File: src/rtl/cm_min_filter.sv
// Count-min result filter: registered pairwise min-reduction over the hash lanes,
// threshold compare, and a first-word fall-through FIFO of hot addresses with a drop counter.
module cm_min_filter #(
  parameter int NUM_HASH      = 4,
  parameter int ADDR_SIZE     = 22,
  parameter int CNT_SIZE      = 32,
  parameter int FIFO_DEPTH    = 8,
  parameter int DROP_CNT_SIZE = 16
) (
  input  logic                               clk,
  input  logic                               rst_n,
  input  logic                               query_rst_n,
  input  logic                               in_valid,
  input  logic [ADDR_SIZE-1:0]               in_addr,
  input  logic [NUM_HASH-1:0][CNT_SIZE-1:0]  in_cnt_array,
  input  logic [CNT_SIZE-1:0]                threshold,
  output logic                               out_valid,
  input  logic                               out_ready,
  output logic [ADDR_SIZE-1:0]               out_addr,
  output logic [CNT_SIZE-1:0]                out_cnt,
  output logic [DROP_CNT_SIZE-1:0]           drop_cnt
);

  localparam int LEVELS = $clog2(NUM_HASH);
  localparam int NODES  = 2 * NUM_HASH - 1;
  localparam int PTR_W  = $clog2(FIFO_DEPTH);
  localparam logic [PTR_W:0] DEPTH_C = (PTR_W + 1)'(FIFO_DEPTH);

  function automatic logic [CNT_SIZE-1:0] umin(input logic [CNT_SIZE-1:0] a,
                                               input logic [CNT_SIZE-1:0] b);
    if (a < b) begin
      return a;
    end else begin
      return b;
    end
  endfunction

  // Heap layout: node j has children 2j+1 and 2j+2; leaves sit at NUM_HASH-1 .. NODES-1.
  logic [NODES-1:0][CNT_SIZE-1:0]   node_r;
  logic [LEVELS:0]                  vld_r;
  logic [LEVELS:0][ADDR_SIZE-1:0]   addr_r;
  logic                             hot_r;
  logic [ADDR_SIZE-1:0]             hot_addr_r;
  logic [CNT_SIZE-1:0]              hot_cnt_r;

  logic [ADDR_SIZE-1:0]             mem_addr_r [FIFO_DEPTH];
  logic [CNT_SIZE-1:0]              mem_cnt_r  [FIFO_DEPTH];
  logic [PTR_W-1:0]                 wr_ptr_r;
  logic [PTR_W-1:0]                 rd_ptr_r;
  logic [PTR_W:0]                   count_r;
  logic [DROP_CNT_SIZE-1:0]         drop_cnt_r;

  logic pop_s;
  logic full_s;
  logic push_s;
  logic drop_s;

  // Input capture, min tree and compare stage; every tree level is one register stage.
  always_ff @(posedge clk or negedge rst_n) begin
    if (!rst_n) begin
      node_r     <= '0;
      vld_r      <= '0;
      addr_r     <= '0;
      hot_r      <= 1'b0;
      hot_addr_r <= '0;
      hot_cnt_r  <= '0;
    end else if (!query_rst_n) begin
      node_r     <= '0;
      vld_r      <= '0;
      addr_r     <= '0;
      hot_r      <= 1'b0;
      hot_addr_r <= '0;
      hot_cnt_r  <= '0;
    end else begin
      vld_r  <= {vld_r[LEVELS-1:0], in_valid};
      addr_r <= {addr_r[LEVELS-1:0], in_addr};
      for (int j = 0; j < NUM_HASH - 1; j++) begin
        node_r[j] <= umin(node_r[2*j+1], node_r[2*j+2]);
      end
      for (int i = 0; i < NUM_HASH; i++) begin
        node_r[NUM_HASH-1+i] <= in_cnt_array[i];
      end
      hot_r      <= vld_r[LEVELS] && (node_r[0] >= threshold);
      hot_addr_r <= addr_r[LEVELS];
      hot_cnt_r  <= node_r[0];
    end
  end

  // FIFO handshake: a full FIFO still accepts a push when the head leaves on the same edge.
  always_comb begin
    pop_s  = (count_r != '0) && out_ready;
    full_s = (count_r == DEPTH_C);
    push_s = hot_r && (!full_s || pop_s);
    drop_s = hot_r && !push_s;
  end

  // FIFO pointers, occupancy and saturating drop counter.
  always_ff @(posedge clk or negedge rst_n) begin
    if (!rst_n) begin
      wr_ptr_r   <= '0;
      rd_ptr_r   <= '0;
      count_r    <= '0;
      drop_cnt_r <= '0;
    end else if (!query_rst_n) begin
      wr_ptr_r   <= '0;
      rd_ptr_r   <= '0;
      count_r    <= '0;
      drop_cnt_r <= '0;
    end else begin
      if (push_s) begin
        wr_ptr_r <= wr_ptr_r + PTR_W'(1);
      end
      if (pop_s) begin
        rd_ptr_r <= rd_ptr_r + PTR_W'(1);
      end
      case ({push_s, pop_s})
        2'b10:   count_r <= count_r + (PTR_W + 1)'(1);
        2'b01:   count_r <= count_r - (PTR_W + 1)'(1);
        default: count_r <= count_r;
      endcase
      if (drop_s && (drop_cnt_r != '1)) begin
        drop_cnt_r <= drop_cnt_r + DROP_CNT_SIZE'(1);
      end
    end
  end

  // FIFO storage; contents are don't-care until written, so no reset is needed.
  always_ff @(posedge clk) begin
    if (push_s) begin
      mem_addr_r[wr_ptr_r] <= hot_addr_r;
      mem_cnt_r[wr_ptr_r]  <= hot_cnt_r;
    end
  end

  // Head presentation, forced to zero whenever the FIFO is empty.
  always_comb begin
    out_valid = (count_r != '0);
    drop_cnt  = drop_cnt_r;
    if (out_valid) begin
      out_addr = mem_addr_r[rd_ptr_r];
      out_cnt  = mem_cnt_r[rd_ptr_r];
    end else begin
      out_addr = '0;
      out_cnt  = '0;
    end
  end

endmodule

File: config.mk
export PLATFORM = sky130hd
export DESIGN_NAME = cm_min_filter
export DESIGN_NICKNAME = d
export VERILOG_FILES = /design/src/rtl/cm_min_filter.sv
export SDC_FILE = /design/constraint.sdc
export NUM_CORES = 1
export LEC_CHECK = 0
export ABC_AREA = 1
export CORE_MARGIN = 1
export CORE_UTILIZATION = 39
export CTS_CLUSTER_DIAMETER = 200
export DETAILED_ROUTE_END_ITERATION = 10
export DONT_BUFFER_PORTS = 1
export GPL_TIMING_DRIVEN = 0
export HOLD_SLACK_MARGIN = 0.06
export PLACE_DENSITY = 0.62
export SLEW_MARGIN = 25
export SYNTH_ARGS = -nofsm -noshare
export SYNTH_HDL_FRONTEND = slang
export SYNTH_SLANG_ARGS = --single-unit
File: constraint.sdc
create_clock -name clk -period 4.84 [get_ports clk]
set_input_delay 1.21 -clock clk [delete_from_list [all_inputs] [get_ports clk]]
set_output_delay 1.21 -clock clk [all_outputs]
set_load 0.005 [all_outputs]
; ---- After elaboration in Yosys (flattened, before gate mapping)
; Memories as Yosys holds them, arrays and structs flattened.
; Index checks and enable logic that the tools add are counted.
[totals]
reg_bits = 374
latchBits = 0
ram_bits = 432
rom_bits = 0
in_bits = 187
output_inout_bits = 71
word_cells = 67
memories = 2
[classes]
n_addsub = 5
multipliers = 0
div = 0
n_lt_le_gt_ge = 4
n_eq_ne = 8
shifts = 0
muxes = 21
n_bitwise = 0
n_reduce_logical = 9
[mem_list]
columns = name, depth, width, read_ports, rd_clocked_by_memory_dff, write_ports, line_no
row1 = mem_cnt_r, 8, 32, 1, 0, 1, 47  ; logic [CNT_SIZE-1:0] mem_cnt_r [FIFO_DEPTH];
row2 = mem_addr_r, 8, 22, 1, 0, 1, 46  ; logic [ADDR_SIZE-1:0] mem_addr_r [FIFO_DEPTH];
[op_table]
columns = operator, count
row1 = $mux 224, 1
row2 = $mux 32, 5
row3 = $lt 32x32->1, 3
row4 = $mux 66, 1
row5 = $mux 22, 2
row6 = $ge 32x32->1, 1
row7 = $mux 16, 2
row8 = $add 16x1->16 const B, 1
row9 = $ne 16x16->1 const B, 1
row10 = $mux 3, 5
row11 = $pmux 4 s2, 1
row12 = $add 3x1->3 const B, 2
row13 = $ne 2x1->1 const B, 3
row14 = $logic_and 1x1->1, 5
row15 = $add 4x1->4 const B, 1
row16 = $eq 4x4->1 const B, 1
row17 = $mux 4, 1
row18 = $reduce_bool 4->1, 1
row19 = $sub 4x1->4 const B, 1
row20 = $mux 1, 3
row21 = $ne 3x1->1 const B, 1
row22 = $eq 2x1->1 const B, 1
row23 = $eq 2x2->1 const B, 1
row24 = $logic_not 1->1, 2
row25 = $logic_or 1x1->1, 1

; ---- Logic depth before layout (Yosys ltp)
; Gate-level depths: netlist (run 1).
[depth]
depth_word = 9
ltp_mapped = 15
ltp_nobuf = 14

; ---- Worst setup path after synthesis (run 1)
; OpenSTA, ideal clock, no wires.
[synth_path]
path_kind = input to register
from = input out_ready
to = memory mem_addr_r[1][0] (enable)
setup_ps = 466
t_arrival_ps = 3887
t_required_ps = 4374
slack_ps = 487
path_stages = 6
n_path_buf = 0
cell_sequence = inv_1 > nand4_1 > nand2_1 > nor2_1 > inv_1 > nor2_1
[synth_between]
elab_chain_len = 5
[synth_lines]
columns = item, line_no
row1 = from (decl), 18  ; input logic out_ready,
row2 = $logic_and 1x1->1, 91  ; pop_s = (count_r != '0) && out_ready;
row3 = $logic_or 1x1->1, 93  ; push_s = hot_r && (!full_s || pop_s);
row4 = $logic_and 1x1->1, 93
row5 = $mux 1, 129  ; if (push_s) begin
row6 = $mux 1 (not written as such), 130  ; mem_addr_r[wr_ptr_r] <= hot_addr_r;
row7 = to (decl), 46
; No other way between the ends.

; ---- Worst setup path after layout (run 1)
[layout_path]
from = register rd_ptr_r[0]
to = output out_cnt[0]
[layout_between]
elab_chain_len = 2
[layout_lines]
columns = item, line_no
row1 = from (decl), 49  ; logic [PTR_W-1:0] rd_ptr_r;
row2 = from (signal assigned), 114  ; rd_ptr_r <= rd_ptr_r + PTR_W'(1);
row3 = $mem_v2 8x32, n/a
row4 = $mux 32, 139  ; if (out_valid) begin
row5 = to (decl), 20  ; output logic [CNT_SIZE-1:0] out_cnt,
; No other way between the ends.

==> results.txt, run 1 <==
- Main area contributors after synthesis: edfxtp_1 38%, dfrtp_1 27%, inv_1 5.8%
- Of the cells placed in the final design, the portion with a size suffix greater than 1 is 6.880%.
- Worst Path Class, Setup: flip-flop to primary output
- STA classifies the critical path endpoint as a primary output.
- The Yosys step of the flow raised 0 warnings.
* PwrDens: 449.1 nW/um^2
* Count of TritonRoute iterations in the first routing pass: 5
- The commonest cells after synthesis are 535 x inv_1, 486 x nand2_1, 480 x nor2_1.
- Among all cell types in the netlist, the one instantiated most often is inv_1.
- When the netlist entered floorplanning its net count stood at 3679.
- Overall fraction of global-route tracks in use: 19.12%
* Largest net degree at the start of global routing: 375
- Once the clock tree was built, the resizer swapped 0 gates to a different size.
- The biggest area contributor in the post-synthesis netlist is edfxtp_1.
- Across the run, the number of max-cap violations was 0.
* Routed wire length: 85.55 mm
* Share of the yosys chip area belonging to registers: 64.81%
* Max-slew headroom at the worst pin: 0.6391%
* Post-synthesis async set-or-reset flop share: 46.40%
- Dividing the detail-routed via count by the number of cells gives 4.853.
* Number of flops mapped to enable cells by yosys: 432
* Mean Syn Cell Area: 10.25 um^2
- For the worst setup path, the data arrival time is 3.03 ns.
* Critical Path Fanout Max: 10
- Counting stages on the worst path, the most repeated cell is buf_2.
- 258 I/O pins were placed.
- Post-CTS setup buffer count: 0
* Worst EP required: 3.63 ns
* RSZ-0062 raised after global routing: false
- Internal power summed over all cells: 12.46 mW
- Across all hold checks on the routed design, the worst slack comes to 0.2463 ns.
- Number of buffers added to fix hold violations after cts: 0
- In the final routed layout, each cell accounts on average for 18.25 um.
* Power dissipated by switching net loads: 5.204 mW
- TritonCTS built the clock tree.
* Total Neg Setup Slack: 0 ns
- The run finished with clean final reports.
- After clock tree synthesis, the clock-pin slew on the worst setup and hold paths is 0.06 ns.
- After floorplanning, the core was divided into 108 placement rows.
- The first global-routing pass estimated 130.4 mm of wire.
* Number of distinct standard cells referenced by the synthesized netlist: 39
- Seq pwr share: 44.4%
- STA classifies the critical path startpoint as a flip-flop.
* Routability-driven placement congestion ratio: 0.8466
- Synthesized area: 34460 um^2
- In this run, CTS created clock tree buffers numbering 82.
- Vias after detailed routing: 22750
* PortBufs: 0
- The share of total power dissipated in the clock network is 37.2%.
- CTS H-Tree Depth: 3
- Once layout is complete, the utilization of the core stands at 45.13%.
* Critical-path cell with the highest stage delay: a31oi_1
- Gate power share: 18.5%
- In this run the worst hold path is classified as primary input to asynchronous set/reset pin.
* Final Net Count: 3783
- Clock root cell: clkbuf_16
- Final Cycle Share: 87.54%
- Total die area: 89550 um^2
- CTS Sinks: 806
* Hold violation count in the final report: 0
* Area growth from synthesis to final layout: 14.15%
* Effective utilization at floorplan: 39.53%
* Number of standard cells after synthesis: 3361
- Minimum setup slack among reg-to-reg paths: 2.27 ns
- The longest clock path from root to sink contains 3 buffers.
- In this run the static leakage power is 18.27 nW.
- Of the total power, the share spent switching nets is 29.46%.
* Chip Width: 299.2 um
- At the pin with the least slew margin, the transition time is 1.490 ns.
- Core Region: 87160 um^2
- For this run, the slowest stage of the critical path takes 0.61 ns.
* Dominant synthesized flop cell: edfxtp_1
* Count of antenna-violating nets left after detailed routing: 0
* Floorplan die height: 299.2 um
- Number of global-route vias before repair: 22020
- Worst voltage drop across the vdd grid: 279.2 uV
- Post-route clock skew: 0.03648 ns
* Clock insertion delay at the later pin of the skew report: 0.67 ns
- Final setup violation count: 0
- The critical path goes through buf_2 > inv_2 > buf_2 > clkbuf_1 > o21ai_0 > a31oi_1.
- Total count of max-transition violations in the final report: 0
* Final routed DRC violation total: 0
- Congestion Overflow GR: 0
- Minimum clock period: 4.237 ns
- Summed over all nets, the half-perimeter wirelength after detailed placement is 61.54 mm.
- The number of antenna violations at the first check in global routing is 8.
- Area share of the leading cell type in the synthesized netlist: 37.65%
- Initial detailed-routing violation count: 1533
- Flip-flop and latch count after synthesis: 806
* F_max: 236.0 MHz
[state kept, by name, indices dropped and copies added, names as in the netlist, 4 cells and up]
register,count
addr_r,66
count_r,4
drop_cnt,16
hot_addr_r,22
hot_cnt_r,32
mem_addr_r,176
mem_cnt_r,256
node_r,224
[logic make-up after synthesis]
logic type / synth area share, %
flops: 64.81
simple gates: 13.01
compound gates: 9.099
xor+xnor: 0.1525
buf+inv: 8.148
fa+ha+maj: 4.779
[path summary, 6_finish.rpt]
check | start | endpoint | cells after the start
setup reg to reg | count_r[0] | mem_cnt_r[2][19] | 8
min in group clk | addr_r[10] | addr_r[32] | 2
hold / removal | rst_n | hot_addr_r[8] | 0
max in group asynchronous | rst_n | node_r[120] | 0
setup / recovery | rd_ptr_r[0] | out_cnt[0] | 6
hold reg to reg | addr_r[10] | addr_r[32] | 2
[layout make-up]
type | instances | area, um^2
clock inverter | 33 | 523.0
multi-input combinational | 1849 | 9379
clock buffer | 118 | 2349
antenna | 1 | 2.502
fill | 8013 | 47830
buffer | 167 | 787.0
timing repair buffer | 20 | 493.0
tap | 1155 | 1445
inverter | 539 | 2023
sequential | 806 | 22330
[critical path, delay by kind of cell (launching register included)]
kind | cells | cell delay, ns
buf+inv | 4 | 1.14
compound gates | 2 | 0.85
flops | 1 | 0.39
[stage by stage]
| stage | setup WS (ns) | power [mW] | instances | area [um^2] |
|---|---|---|---|---|
| after floorplan | 0.4869 | 10.04 | 3361 | 34460 |
| after detailed placement | 1.263 | 11.26 | 4536 | 36460 |
| after CTS | 0.5636 | 17.84 | 4687 | 39330 |
| after global placement | -1.817 | 11.21 | 4516 | 35900 |
| after global routing | 0.3967 | 18.50 | 4688 | 39330 |
| final | 0.6030 | 17.66 | 4688 | 39330 |
[power by group through the flow]
stage / clock [mW] / combinational [mW] / sequential [mW]
2_1_floorplan: 0 / 2.21 / 7.83
3_3_place_gp: 0 / 3.24 / 7.96
3_5_place_dp: 0 / 3.30 / 7.97
4_1_cts: 6.70 / 3.31 / 7.83
5_1_grt: 6.97 / 3.67 / 7.86
6_report: 6.57 / 3.26 / 7.83
[metal layers]
metal | GRT usage (%) | vias up | wire length (um)
met4 | 5.017 | 14 | 1479
met1 | 25.54 | 10840 | 37200
met3 | 3.914 | 121 | 5608
met5 | 0 | - | 89
met2 | 31.71 | 609 | 41180
li1 | - | 11170 | -
[placed cells by master, fill, tap and decap left out, types with 14 or more instances in the layout]
| cell | Yosys | routed |
|---|---|---|
| o22ai_1 | 56 | 56 |
| a21oi_1 | 155 | 155 |
| inv_1 | 535 | 535 |
| edfxtp_1 | 432 | 432 |
| ha_1 | 130 | 130 |
| dfrtp_1 | 374 | 374 |
| buf_2 | 54 | 54 |
| o21ai_0 | 249 | 249 |
| nor2_1 | 480 | 472 |
| clkbuf_1 | 95 | 114 |
| clkbuf_16 | 0 | 83 |
| nand3_1 | 124 | 124 |
| o21ai_1 | 52 | 52 |
| nand2_1 | 486 | 486 |
| clkbuf_8 | 0 | 14 |
| a31oi_1 | 56 | 56 |
Power figures use the tool's default switching activity.
==> run 2: changes to the inputs <==
- SLEW_MARGIN: 25 -> not set
==> results.txt, run 2 (synthesis results as in run 1) <==
* Worst EP required: 3.63 ns (about the same)
- Max-cap violation count: 0 (unchanged)
- Count of TritonRoute iterations in the first routing pass: 5 (unchanged)
- The die area is 89550 um^2 (unchanged).
- Effective utilization at floorplan: 39.53% (unchanged)
- The total power per unit cell area is 454.0 nW/um^2 (+1.1%).
- Area growth from synthesis to final layout: 13.92%
- The final critical-path share of the clock period came to 90.09% (+2.5 points).
- Vias after detailed routing: 22730 (-0.088%)
* Outcome: finished, final reports clean
* Chip Width: 299.2 um (unchanged)
* Post-route cell area: 39260 um^2 (-0.20%)
- The total CTS buffers came to 82 (unchanged).
* Type of the tightest min-delay check: primary input to asynchronous set/reset pin
* Global-route wire length before repair: 130.6 mm (+0.16%)
- Post-route clock skew: 0.04424 ns (+0.007766 ns)
- The data arrival at the endpoint of the critical path came to 3.15 ns (+0.12 ns).
- The average via count per standard cell came to 4.852 (about the same).
- The global router's overall resource usage is 19.16% (+0.048 points).
- Final routed DRC violation total: 0 (unchanged)
- The maximum buffer depth of the clock tree is 3 (unchanged).
* Most common library cell in the layout ignoring fill and taps: inv_1
- Final Net Count: 3779 (-0.11%)
* Cell area after placement: 36330 um^2 (-0.36%)
- The total wire length after detailed routing came to 85.69 mm (+0.16%).
* Floorplan die height: 299.2 um (unchanged)
- Critical Path Fanout Max: 10 (unchanged)
* Hold violation count in the final report: 0 (unchanged)
* Number of cells in the design after placement: 4532 (-0.088%)
- Ranked by flip-flop count, first place goes to mem_cnt_r.
- Worst Slack Setup Final: 0.4797 ns (-0.1233 ns)
* Clock transition time at the flip-flop clock pins of the worst setup and hold paths: 0.06 ns (about the same)
- Worst slew pin tran: 1.477 ns (-0.01336 ns)
- In the layout the commonest cells are 535 x inv_1, 486 x nand2_1, 472 x nor2_1, 432 x edfxtp_1, 374 x dfrtp_1.
* Core Region: 87160 um^2 (unchanged)
- The HPWL reported at the end of detailed placement came to 61.19 mm (-0.56%).
- CP Launch Type: flip-flop
- Final setup violation count: 0 (unchanged)
* Quantity of gates resized following cts: 0 (unchanged)
- The count of buffers inserted at the top-level ports was 0 (unchanged).
* Initial detailed-routing violation count: 1676 (+9.3%)
- STA classifies the critical path endpoint as a primary output.
* Max-slew headroom at the worst pin: 1.530% (+0.89 points)
* Number of global-route vias before repair: 22240 (+1.0%)
* Minimum clock period: 4.360 ns (+0.1233 ns)
- RSZ-0062 raised after global routing: false
- The count of clock tree sinks is 806 (unchanged).
- The critical path in this run is classified as flip-flop to primary output.
* Count of antenna-violating nets left after detailed routing: 0 (unchanged)
- The number of buffers inserted by hold repair at cts came to 0 (unchanged).
- Worst voltage drop across the vdd grid: 260.2 uV (-6.8%)
- Congestion Overflow GR: 0 (unchanged)
- The placer congestion estimate came to 0.8466 (unchanged).
- The average detailed-routed wire length per instance was 18.29 um (+0.22%).
- Post-CTS setup buffer count: 0 (unchanged)
- I/O Pins: 258 (unchanged)
- The highest attainable clock frequency is 229.3 MHz (-2.8%).
- Clock root cell: clkbuf_16
- The flip-flop count of the largest register after layout came to 256 (unchanged).
- The number of antenna violations at the first check in global routing came to 8 (unchanged).
- The post-placement worst setup slack came to 1.266 ns (+0.002990 ns).
- TritonCTS built the clock tree.
* Leakage Power: 18.24 nW (-0.16%)
- The maximum level of the CTS H-tree is 3 (unchanged).
* Fraction of final layout cells sized beyond drive strength 1: 6.942% (+0.063 points)
- Non-filler cells, final: 4685 (-0.064%)
* Total count of max-transition violations in the final report: 0 (unchanged)
- Num rows: 108 (unchanged)
- The insertion delay of the later-clocked pin in the worst-skew pair is 0.65 ns (-0.02 ns).
* Total Neg Setup Slack: 0 ns (unchanged)
* Largest net degree at the start of global routing: 375 (unchanged)
- The largest registers in the layout are mem_cnt_r: 256 flops, node_r: 224 flops, mem_addr_r: 176 flops.
[run 2: cell count changes in the layout (fill, tap and decap cells not counted), moves of 3 or more]
cell / change
bufinv_16: +3
clkinv_4: -3
buf_12: +4
buf_16: -7
clkbuf_4: +4
clkinv_2: +3
clkinv_1: -3
[run 2: cell type report]
cell class,count,area (um^2)
Sequential cell,806,22330
Tap cell,1155,1445
Fill cell,8022,47900
Timing Repair Buffer,16,365.4
Multi-Input combinational cell,1849,9379
Antenna cell,1,2.502
Buffer,167,784.5
Clock buffer,115,2311
Inverter,539,2023
Clock inverter,37,613.1
[run 2: critical path: stages, from the launching register on]
cell	delay, ns
dfrtp_1	0.39
buf_2	0.22
inv_2	0.08
buf_2	0.34
clkbuf_1	0.55
o21ai_0	0.26
a31oi_1	0.65
[run 2: through the flow]
stage	utilization, %	total power [mW]	hold WS [ns]
floorplan	-	10.04	0.4126
CTS	45.04	17.99	0.2099
finish	45.04	17.82	0.2555
global route	45.04	18.66	0.2193
global placement	41.19	11.21	0.4165
detailed placement	41.68	11.26	0.4172
[run 2: routing by layer]
| layer | track usage, % | vias to the layer above | share of wire, % | routed length (um) |
|---|---|---|---|---|
| met4 | 5.879 | 14 | 2.4 | 2063 |
| li1 | - | 11150 | - | - |
| met1 | 25.26 | 10790 | 43 | 36810 |
| met2 | 31.28 | 633 | 47 | 40690 |
| met3 | 4.610 | 144 | 7.1 | 6045 |
| met5 | 0 | - | 0.10 | 88 |
[run 2: worst paths after layout]
check | from | to | slack [ns] | cells past startpoint
max | rd_ptr_r[0] | out_cnt[0] | 0.48 | 6
max in group asynchronous | rst_n | node_r[220] | 3.38 | 0
min in group clk | addr_r[34] | addr_r[56] | 0.42 | 2
max reg2reg | count_r[0] | mem_cnt_r[2][17] | 2.25 | 8
min | rst_n | hot_addr_r[8] | 0.26 | 0
min reg2reg | addr_r[34] | addr_r[56] | 0.42 | 2
[run 2: report_power, final]
part	internal (mW)	total, mW	leakage, nW	switching, mW
Sequential	7.55	7.83	8.92	0.280
Combinational	1.04	3.27	7.90	2.23
Clock	3.99	6.72	1.43	2.73
